$ cat src/rtl/inst_encoder_loader.sv
// Boot-time instruction image builder: packs symbolic instruction requests into
// 32-bit MIPS words and writes them sequentially into instruction memory from word 0.
module inst_encoder_loader #(
  parameter int ADDR_W = 8
) (
  input  logic              clk,
  input  logic              rst_n,
  input  logic              start,
  input  logic              req_valid,
  output logic              req_ready,
  input  logic [3:0]        req_kind,
  input  logic [4:0]        req_rs,
  input  logic [4:0]        req_rt,
  input  logic [4:0]        req_rd,
  input  logic [4:0]        req_shamt,
  input  logic [5:0]        req_funct,
  input  logic [15:0]       req_imm,
  input  logic [25:0]       req_target,
  input  logic              req_last,
  output logic              mem_we,
  output logic [ADDR_W-1:0] mem_addr,
  output logic [31:0]       mem_wdata,
  output logic              busy,
  output logic              done,
  output logic              err,
  output logic [1:0]        err_code,
  output logic [ADDR_W:0]   count
);

  typedef enum logic [2:0] {
    IDLE   = 3'd0,
    ACCEPT = 3'd1,
    WRITE  = 3'd2,
    DONE   = 3'd3,
    ERROR  = 3'd4
  } state_t;

  localparam logic [1:0] ERR_NONE     = 2'b00;
  localparam logic [1:0] ERR_ILLEGAL  = 2'b01;
  localparam logic [1:0] ERR_CAPACITY = 2'b10;

  // Count value whose increment fills the memory exactly.
  localparam logic [ADDR_W:0] COUNT_LAST = {1'b0, {ADDR_W{1'b1}}};

  state_t            state_reg, state_next;
  logic [ADDR_W:0]   count_reg;
  logic [ADDR_W-1:0] addr_reg;
  logic [31:0]       wdata_reg;
  logic [1:0]        err_code_reg;
  logic              last_reg;

  logic [31:0]       enc_word;
  logic              enc_legal;
  logic              handshake;
  logic              full_next;

  always_comb begin
    enc_word  = 32'h0000_0000;
    enc_legal = 1'b1;
    case (req_kind)
      4'd0:    enc_word = {6'b000000, req_rs, req_rt, req_rd, req_shamt, req_funct};
      4'd1:    enc_word = {6'b001000, req_rs, req_rt, req_imm};
      4'd2:    enc_word = {6'b001100, req_rs, req_rt, req_imm};
      4'd3:    enc_word = {6'b100011, req_rs, req_rt, req_imm};
      4'd4:    enc_word = {6'b101011, req_rs, req_rt, req_imm};
      4'd5:    enc_word = {6'b000010, req_target};
      4'd6:    enc_word = {6'b000100, req_rs, req_rt, req_imm};
      4'd7:    enc_word = {6'b000101, req_rs, req_rt, req_imm};
      4'd8:    enc_word = 32'h0000_0000;
      default: enc_legal = 1'b0;
    endcase
  end

  assign handshake = (state_reg == ACCEPT) && req_valid;
  assign full_next = (count_reg == COUNT_LAST);

  always_comb begin
    state_next = state_reg;
    case (state_reg)
      IDLE, DONE, ERROR: begin
        if (start) state_next = ACCEPT;
      end
      ACCEPT: begin
        if (handshake) state_next = enc_legal ? WRITE : ERROR;
      end
      WRITE: begin
        if (last_reg)       state_next = DONE;
        else if (full_next) state_next = ERROR;
        else                state_next = ACCEPT;
      end
      default: state_next = IDLE;
    endcase
  end

  always_ff @(posedge clk or negedge rst_n) begin
    if (!rst_n) begin
      state_reg    <= IDLE;
      count_reg    <= '0;
      addr_reg     <= '0;
      wdata_reg    <= 32'h0000_0000;
      err_code_reg <= ERR_NONE;
      last_reg     <= 1'b0;
    end else begin
      state_reg <= state_next;
      case (state_reg)
        IDLE, DONE, ERROR: begin
          if (start) begin
            count_reg    <= '0;
            err_code_reg <= ERR_NONE;
          end
        end
        ACCEPT: begin
          if (handshake) begin
            last_reg <= req_last;
            if (enc_legal) begin
              wdata_reg <= enc_word;
              addr_reg  <= count_reg[ADDR_W-1:0];
            end else begin
              err_code_reg <= ERR_ILLEGAL;
            end
          end
        end
        WRITE: begin
          count_reg <= count_reg + 1'b1;
          if (!last_reg && full_next) err_code_reg <= ERR_CAPACITY;
        end
        default: ;
      endcase
    end
  end

  // Decoded straight from the state register so an async reset drops them at once.
  assign req_ready = (state_reg == ACCEPT);
  assign mem_we    = (state_reg == WRITE);
  assign busy      = (state_reg == ACCEPT) || (state_reg == WRITE);
  assign done      = (state_reg == DONE);
  assign err       = (state_reg == ERROR);
  assign err_code  = err_code_reg;
  assign count     = count_reg;
  assign mem_addr  = addr_reg;
  assign mem_wdata = wdata_reg;

endmodule

$ cat config.mk
export PLATFORM = sky130hd
export DESIGN_NAME = inst_encoder_loader
export DESIGN_NICKNAME = d
export VERILOG_FILES = /design/src/rtl/inst_encoder_loader.sv
export SDC_FILE = /design/constraint.sdc
export NUM_CORES = 1
export LEC_CHECK = 0
export CAP_MARGIN = 0
export CORE_MARGIN = 2
export CORE_UTILIZATION = 44
export CTS_CLUSTER_SIZE = 28
export DETAILED_ROUTE_END_ITERATION = 10
export PLACE_DENSITY_LB_ADDON = 0.3
export SETUP_SLACK_MARGIN = 0.05
export SKIP_LAST_GASP = 1
export SLEW_MARGIN = 20
export SYNTH_ARGS = -nofsm -noshare
export SYNTH_HDL_FRONTEND = slang
export SYNTH_SLANG_ARGS = --single-unit
export TNS_END_PERCENT = 50
$ cat constraint.sdc
create_clock -name clk -period 4.1 [get_ports clk]
set_input_delay 0.615 -clock clk [delete_from_list [all_inputs] [get_ports clk]]
set_output_delay 0.615 -clock clk [all_outputs]
set_load 0.02 [all_outputs]
Word level (Yosys, flattened, before mapping)

Index checks and enable logic that the tools add are counted.

Word-level logic and storage cells: 54
Register bits: 55
Input bits: 77

Reductions and logical operators: 15
Equality and inequality tests: 17
Multiplexer cells: 15
$add $sub $neg: 1

Operators by type and width:

| operator            | number |
|---|---|
| $pmux 32 s8         | 1 |
| $pmux 9 s2          | 1 |
| $eq 4x3->1 const B  | 4 |
| $mux 3              | 5 |
| $add 9x1->9 const B | 1 |
| $eq 9x8->1 const B  | 1 |
| $mux 9              | 1 |
| $pmux 3 s3          | 1 |
| $reduce_or 9->1     | 1 |
| $eq 4x2->1 const B  | 2 |
| $mux 2              | 4 |
| $eq 3x2->1 const B  | 2 |
| $pmux 2 s3          | 1 |
| $reduce_and 2->1    | 3 |
| $reduce_and 5->1    | 1 |
| $eq 4x1->1 const B  | 1 |
| $eq 4x4->1 const B  | 1 |
| $logic_not 4->1     | 1 |
| $ne 2x1->1 const B  | 2 |
| $ne 2x2->1 const B  | 2 |
| $eq 3x1->1 const B  | 1 |
| $eq 3x3->1 const B  | 1 |
| $logic_not 3->1     | 1 |
| $reduce_and 3->1    | 1 |
| 7 further kinds     | 8 |

Depth between registers and ports, before layout

Gate-level depths: netlist of the first run.

Depth in word-level cells: 6
Mapped depth: 8
Depth with buffers taken out: 8

Worst setup path before layout of the first run

No wires, ideal clock.

Kind: in2reg
Start: input port req_kind[2]
End: register addr_reg[1], in the netlist mem_addr[1]
Arrival: 1.749 ns
Stages: 5
Slack: 2.226 ns
Buffers on the path: 2
Cells stage by stage: buf_2 -> o31ai_2 -> nand3_4 -> buf_6 -> mux2_4

Longest elaborated chain between the ends: 4

Ends and longest elaborated chain:

| item                                     | RTL line | source |
|---|---|---|
| start: declaration                       | 11       | `input logic [3:0] req_kind,` |
| $eq 4x4->1, or another cell as far along | 60       | `case (req_kind)` |
| $reduce_or 9->1 (no source line) (*)     | --       |  |
| $mux 1 (*)                               | 60       |  |
| $reduce_and 3->1 (no source line) (*)    | --       |  |
| end signal: assignment                   | 117      | `addr_reg <= count_reg[ADDR_W-1:0];` |
| end: declaration                         | 47       | `logic [ADDR_W-1:0] addr_reg;` |

Every way passes the cells marked *; elsewhere a longest branch is shown, timed or not.
A chain may end at the register's enable or synchronous reset.

Worst setup path in the final report of the first run

Start: register state_reg[0]
End: output port mem_we

Longest elaborated chain between the ends: 1

Ends and longest elaborated chain:

| item                     | RTL line | source |
|---|---|---|
| start: declaration       | 45       | `state_t state_reg, state_next;` |
| start signal: assignment | 104      | `state_reg <= state_next;` |
| $eq 3x2->1               | 134      | `assign mem_we = (state_reg == WRITE);` |
| end: declaration         | 20       | `output logic mem_we,` |

Every way passes these cells.

==> impl_metrics.py, run 1 <==
metrics = {
    "worst_setup_path": {
        "worstReg2RegStart": "count[0]$_DFFE_PN0P_",
        "crit_chain": "or3b_1 > clkinv_1 > clkdlybuf4s50_1",
        "worst-path-max-fanout": 12,
        "cp_data_required_time_ps": 3480,
        "rr_endpoint": "err_code[0]$_DFFE_PN0P_",
        "critPathCaptureType": "primary output",
        "cpMaxStageDelayCell": "clkdlybuf4s50_1",
        "cpPeakStageDelay_ps": 640,
        "path_class": "reg2out",
        "arrival_ps": 2250,
        "reg2regPathDepth": 8,
        "startpoint_type": "flip-flop",
        "reg2reg_slack_ps": 2100,
    },
    "logic_synthesis": {
        "synth_xor_area_share_pct": 0.635,
        "syn_area_sq_mm": 0.00276,
        "yosys-top-cells-area": "dfrtp_1, a22o_1, o2bb2ai_1",
        "synthCells": 260,
        "synth_top_area_cell": "dfrtp_1",
        "yosys.area_share.adder_pct": 0.907,
        "synth.distinct_cells": 46,
        "synth.net_count": 339,
        "synthSimpleGateAreaFrac_pct": 11.9,
        "synth_top_family_by_area": "compound AO/OA/AOI/OAI gates",
        "syn_avg_cell_area_sq_um": 10.6,
        "synth_top_area_share_pct": 49.0,
        "seq_area_frac_synth_pct": 49.0,
        "synth.area.mux_share_pct": 7.94,
        "yosys_warnings": 0,
        "synth_compound_area_share_pct": 25.3,
        "ys_seq_elements": 54,
    },
    "clock_network": {
        "clk_pin_slew_ps": 100,
        "htree_levels": 2,
        "cts_buffers": 5,
        "cts_sinks": 54,
        "clk_path_buf_depth": 2,
        "clkLatencyLatePin_ps": 300,
        "tritoncts": "yes",
        "cts_post_setup_buffers_inserted": 0,
        "ctsHoldBuffers": 0,
        "root_buffer": "clkbuf_8",
        "cts-resized-gates": 0,
    },
    "power": {
        "sequentialPowerShare_pct": 33.9,
        "vdd.ir_drop.worst_uv": 367,
        "swShare_pct": 36.9,
        "power_frac_comb_pct": 49.0,
        "cell_internal_pwr_mw": 1.61,
        "p_per_area_mw_per_mm2": 603,
        "total_leakage_power_nw": 1.84,
        "power_switching_uw": 941,
        "clock_power_share_pct": 17.0,
    },
    "timing": {
        "drv_slew": 0,
        "fin_skew_ps": 9.58,
        "finalHoldViolations": 0,
        "timing.final.ws_setup_ps": 1240,
        "worst_pin_slew_ps": 882,
        "grt_setup_unrepaired": "false",
        "maxSlewHeadroom_pct": 41.0,
        "max_clock_freq_ghz": 0.349,
        "setup_viol": 0,
        "tns_ps": 0,
        "finalCritPeriodShare_pct": 69.8,
        "min_period_ps": 2860,
    },
    "placed_design": {
        "dp.cells": 451,
        "place_ws_ps": 1310,
        "placed_cell_area_sq_mm": 0.00408,
        "placement.io_buffers": 131,
        "gp_congestion": 0.838,
        "dp_hpwl_mm": 5.61,
    },
    "run_status": {
        "outcome": "finished clean",
    },
    "die": {
        "coreArea_sq_mm": 0.00599,
        "rows": 28,
        "die_w_microns": 83.2,
        "die_h_microns": 83.2,
        "start_util_pct": 46.1,
        "ios": 133,
        "dieArea_sq_mm": 0.00692,
    },
    "flow_run": {
        "drv_cap": 0,
    },
    "finish": {
        "largest_reg_flops": 31,
        "postLayoutCellArea_sq_mm": 0.00423,
        "multiInputGateArea_sq_mm": 0.00129,
        "regArea_sq_mm": 0.00135,
        "final_nets": 462,
        "utilization_pct": 70.6,
        "drive_gt1_share_pct": 7.29,
        "fillCellCount": 457,
        "diodes": 0,
        "area_growth_pct": 53.2,
        "finalNonFillerCells": 459,
    },
    "grt": {
        "antenna_found_initial": 0,
        "grt_remaining_overflow": 0,
        "grt_pass1_wl_mm": 12.2,
        "grt_usage_pct": 21.7,
        "grt_max_degree": 37,
        "grt_pass1_vias": 2493,
    },
    "route": {
        "viasPerCell": 5.49,
        "wl_mm": 7.56,
        "vias": 2518,
        "firstDrtPassIters": 4,
        "wire_per_inst_microns": 16.5,
        "ant_nets": 0,
        "drc": 0,
        "drt_iter0_markers": 134,
    },
    "min_path": {
        "hp-class": "in2async",
    },
}
-- cells by family (layout without fill, tap and decap cells) --
| kind of cell | count (synthesis) | after routing |
|---|---|---|
| other cells | 1 | 1 |
| fa+ha+maj | 2 | 2 |
| flops | 54 | 54 |
| xor+xnor | 2 | 2 |
| mux | 20 | 20 |
| compound gates | 95 | 95 |
| buf+inv | 23 | 147 |
| simple gates | 63 | 63 |
-- Yosys cell counts, drive strengths merged --
| cell | instances |
|---|---|
| mux2 | 9 |
| xnor2 | 1 |
| o21ai | 22 |
| or2b | 1 |
| clkbuf | 3 |
| o41ai | 1 |
| and2 | 4 |
| nor3b | 1 |
| dfrtp | 54 |
| a22o | 17 |
| a21o | 2 |
| o22a | 3 |
| o21a | 1 |
| nor2b | 1 |
| or2 | 2 |
| mux2i | 11 |
| o22ai | 2 |
| a211oi | 1 |
| o31ai | 1 |
| buf | 15 |
| nand2b | 5 |
| nand3 | 6 |
| clkinv | 1 |
| nor2 | 13 |
| nor3 | 1 |
| or3b | 1 |
| and3 | 3 |
| conb | 1 |
| o2bb2ai | 16 |
| a31oi | 3 |
| xor2 | 1 |
| a22oi | 17 |
| nand2 | 25 |
| ha | 2 |
| o32a | 2 |
| inv | 4 |
| a21oi | 7 |
-- metal layers --
layer  vias up  track usage (%)  part of all wire (%)
met5         -                0                     0
met4         0             6.56                   2.1
met3        13             6.06                   7.2
met2       113             39.7                    50
met1      1190             24.5                    41
li1       1202                -                     -
-- cell type report --
type | instances | share of cell area [%]
Multi-Input combinational cell | 183 | 30.6
Timing Repair Buffer | 134 | 31.4
Clock inverter | 2 | 1.42
Inverter | 5 | 0.444
Sequential cell | 54 | 32.0
Tap cell | 75 | 2.22
Clock buffer | 6 | 1.95
-- layout by cell type (no fill, tap or decap), types with 2 or more instances in the layout --
master and n:
nand2_1 23, nor2_1 13, inv_1 4, o21ai_1 10, and3_1 3, clkdlybuf4s50_1 130
mux2i_1 11, nand3_1 5, o21ai_0 12, a22o_1 17, nand2b_1 5, mux2_2 7
o22a_1 3, a21oi_1 7, o22ai_1 2, ha_1 2, dfrtp_1 54, o2bb2ai_1 16
a21o_1 2, bufinv_16 2, a22oi_1 17, mux2_4 2, a31oi_1 2, o32a_1 2
and2_1 4, clkbuf_8 6, buf_4 3
-- power groups by stage --
stage | sequential (mW) | clock, mW | combinational [mW]
2_1_floorplan | 1.06 | 0 | 0.460
3_3_place_gp | 0.864 | 0 | 1.23
3_5_place_dp | 0.868 | 0 | 1.26
4_1_cts | 0.864 | 0.442 | 1.26
5_1_grt | 0.892 | 0.460 | 1.33
6_report | 0.865 | 0.434 | 1.25
-- worst max-delay path by stage --
| stage | end | startpoint |
|---|---|---|
| 6_report | mem_we | state_reg[0]$_DFFE_PN0P_ |
| 5_1_grt | mem_we | state_reg[0]$_DFFE_PN0P_ |
| 4_1_cts | mem_we | state_reg[0]$_DFFE_PN0P_ |
| 3_5_place_dp | mem_wdata[24]$_DFFE_PN0P_ | req_kind[0] |
| 3_3_place_gp | mem_wdata[16]$_DFFE_PN0P_ | req_kind[0] |
| 2_1_floorplan | mem_addr[1]$_DFFE_PN0P_ | req_kind[2] |
-- critical path: cells and delay by family (launching register included) --
family / cells / cell delay [ps]
DFF: 1 / 460
buffers and inverters: 2 / 880
and+or+nand+nor: 1 / 590
-- per-stage QoR --
stage	hold slack [ps]	power, mW
after floorplan	319	1.52
final	306	2.55
after global placement	469	2.10
after detailed placement	477	2.12
after CTS	325	2.57
after global routing	356	2.69
No activity file was read; power rests on OpenSTA's default activity.
==> run 2: changes to the inputs <==
- CORE_UTILIZATION: 44 -> 41
- clock period: 4.1 -> 2.88 ns (I/O delays scaled with it)
==> run 2 against run 1 <==
- total power rose by 35%
- critical endpoint unchanged
- largest power group unchanged
- wire length fell by 5.1%
- setup slack got worse by 1000 ps
- count of clock-buffer cells in the layout did not move
- register-to-register slack got worse by 1200 ps
- flip-flop and latch count did not move
==> impl_metrics.py, run 2 (same netlist as run 1, synthesis figures left out) <==
metrics = {
    "worst_setup_path": {
        "cpMaxStageDelayCell": "clkdlybuf4s50_1",
        "cpLargestDelayFamily": "buffers and inverters",
        "worstSetupStartpoint": "state_reg[0]$_DFFE_PN0P_",
        "startpoint_type": "flip-flop",
        "worstSetupEndpoint": "mem_we",
        "worst-path-max-fanout": 12,
        "critPathCaptureType": "primary output",
        "reg2regPathDepth": 8,
        "worst-path-buf-inv": 2,
        "reg2reg_slack_ps": 910,
        "path_class": "reg2out",
        "cpPeakStageDelay_ps": 640,
        "worstReg2RegStart": "count[0]$_DFFE_PN0P_",
        "cp_data_required_time_ps": 2450,
        "crit_chain": "or3b_1 > clkinv_1 > clkdlybuf4s50_1",
        "crit_cells": 3,
        "arrival_ps": 2250,
        "rr_endpoint": "err_code[0]$_DFFE_PN0P_",
    },
    "die": {
        "die_w_microns": 86.0,
        "die_h_microns": 86.0,
        "start_util_pct": 43.0,
        "rows": 29,
        "coreArea_sq_mm": 0.00642,
        "dieArea_sq_mm": 0.00740,
        "ios": 133,
    },
    "run_status": {
        "outcome": "finished clean",
    },
    "clock_network": {
        "ctsHoldBuffers": 0,
        "htree_levels": 2,
        "cts-resized-gates": 0,
        "cts_post_setup_buffers_inserted": 0,
        "clkLatencyLatePin_ps": 320,
        "tritoncts": "yes",
        "clk_pin_slew_ps": 110,
        "root_buffer": "clkbuf_8",
        "cts_buffers": 5,
        "cts_sinks": 54,
        "clk_path_buf_depth": 2,
    },
    "route": {
        "ant_nets": 0,
        "wire_per_inst_microns": 15.6,
        "drc": 0,
        "drt_iter0_markers": 136,
        "viasPerCell": 5.44,
        "wl_mm": 7.17,
        "vias": 2507,
        "firstDrtPassIters": 4,
    },
    "grt": {
        "grt_remaining_overflow": 0,
        "antenna_found_initial": 0,
        "grt_usage_pct": 19.3,
        "grt_pass1_vias": 2461,
        "grt_pass1_wl_mm": 11.4,
        "grt_max_degree": 40,
    },
    "power": {
        "p_per_area_mw_per_mm2": 821,
        "total_leakage_power_nw": 1.81,
        "total_power_mw": 3.44,
        "vdd.ir_drop.worst_uv": 414,
    },
    "timing": {
        "setup_viol": 0,
        "max_clock_freq_ghz": 0.373,
        "maxSlewHeadroom_pct": 43.9,
        "timing.hold.ws_ps": 202,
        "drv_slew": 0,
        "finalHoldViolations": 0,
        "tns_ps": 0,
        "worst_pin_slew_ps": 842,
        "grt_setup_unrepaired": "false",
        "timing.final.ws_setup_ps": 199,
        "fin_skew_ps": 14.7,
        "finalCritPeriodShare_pct": 93.1,
        "min_period_ps": 2680,
    },
    "finish": {
        "utilization_pct": 65.2,
        "area_growth_pct": 51.7,
        "final_nets": 462,
        "largest_reg_flops": 31,
        "final_cell_mix": "clkdlybuf4s50_1, dfrtp_1, nand2_1",
        "diodes": 0,
        "postLayoutCellArea_sq_mm": 0.00419,
        "finalNonFillerCells": 461,
        "drive_gt1_share_pct": 7.29,
        "mostFrequentLayoutCell": "clkdlybuf4s50_1",
    },
    "placed_design": {
        "gp_congestion": 0.855,
        "placed_cell_area_sq_mm": 0.00409,
        "placement.io_buffers": 131,
        "dp_hpwl_mm": 5.32,
        "place_ws_ps": 300,
        "dp.cells": 453,
    },
    "min_path": {
        "hp-class": "in2async",
    },
    "flow_run": {
        "drv_cap": 0,
    },
}
==> run 2: area by class of cell <==
class                      count  area [sq um]
clock inverter                 2          16.3
sequential                    54          1350
multi-input combinational    183          1290
clock buffer                   6          82.6
timing repair buffer         134          1330
fill                         533          2240
inverter                       5          18.8
tap                           77          96.3
==> run 2: where the power goes <==
group	switching (mW)	internal [mW]	total, mW
clock	0.258	0.198	0.457
sequential	0.190	1.03	1.22
combinational	0.876	0.883	1.76
==> run 2: how the worst min path moves through the flow <==
stage	from	to	slack, ps	cells after the start
global route	rst_n	count[5]$_DFFE_PN0P_	280	1
floorplan	rst_n	count[0]$_DFFE_PN0P_	140	0
CTS	rst_n	count[5]$_DFFE_PN0P_	240	1
finish	rst_n	count[5]$_DFFE_PN0P_	200	1
detailed placement	mem_wdata[21]$_DFFE_PN0P_	mem_wdata[21]$_DFFE_PN0P_	470	2
global placement	mem_wdata[19]$_DFFE_PN0P_	mem_wdata[19]$_DFFE_PN0P_	470	2
==> run 2: per-layer routing <==
| metal | up-vias | track usage [%] | share of wire, % |
|---|---|---|---|
| met1 | 1204 | 23.0 | 41 |
| met4 | 0 | 5.34 | 1.0 |
| met2 | 91 | 34.5 | 51 |
| met3 | 7 | 4.62 | 6.8 |
| li1 | 1205 | - | - |
| met5 | - | 0 | 0 |
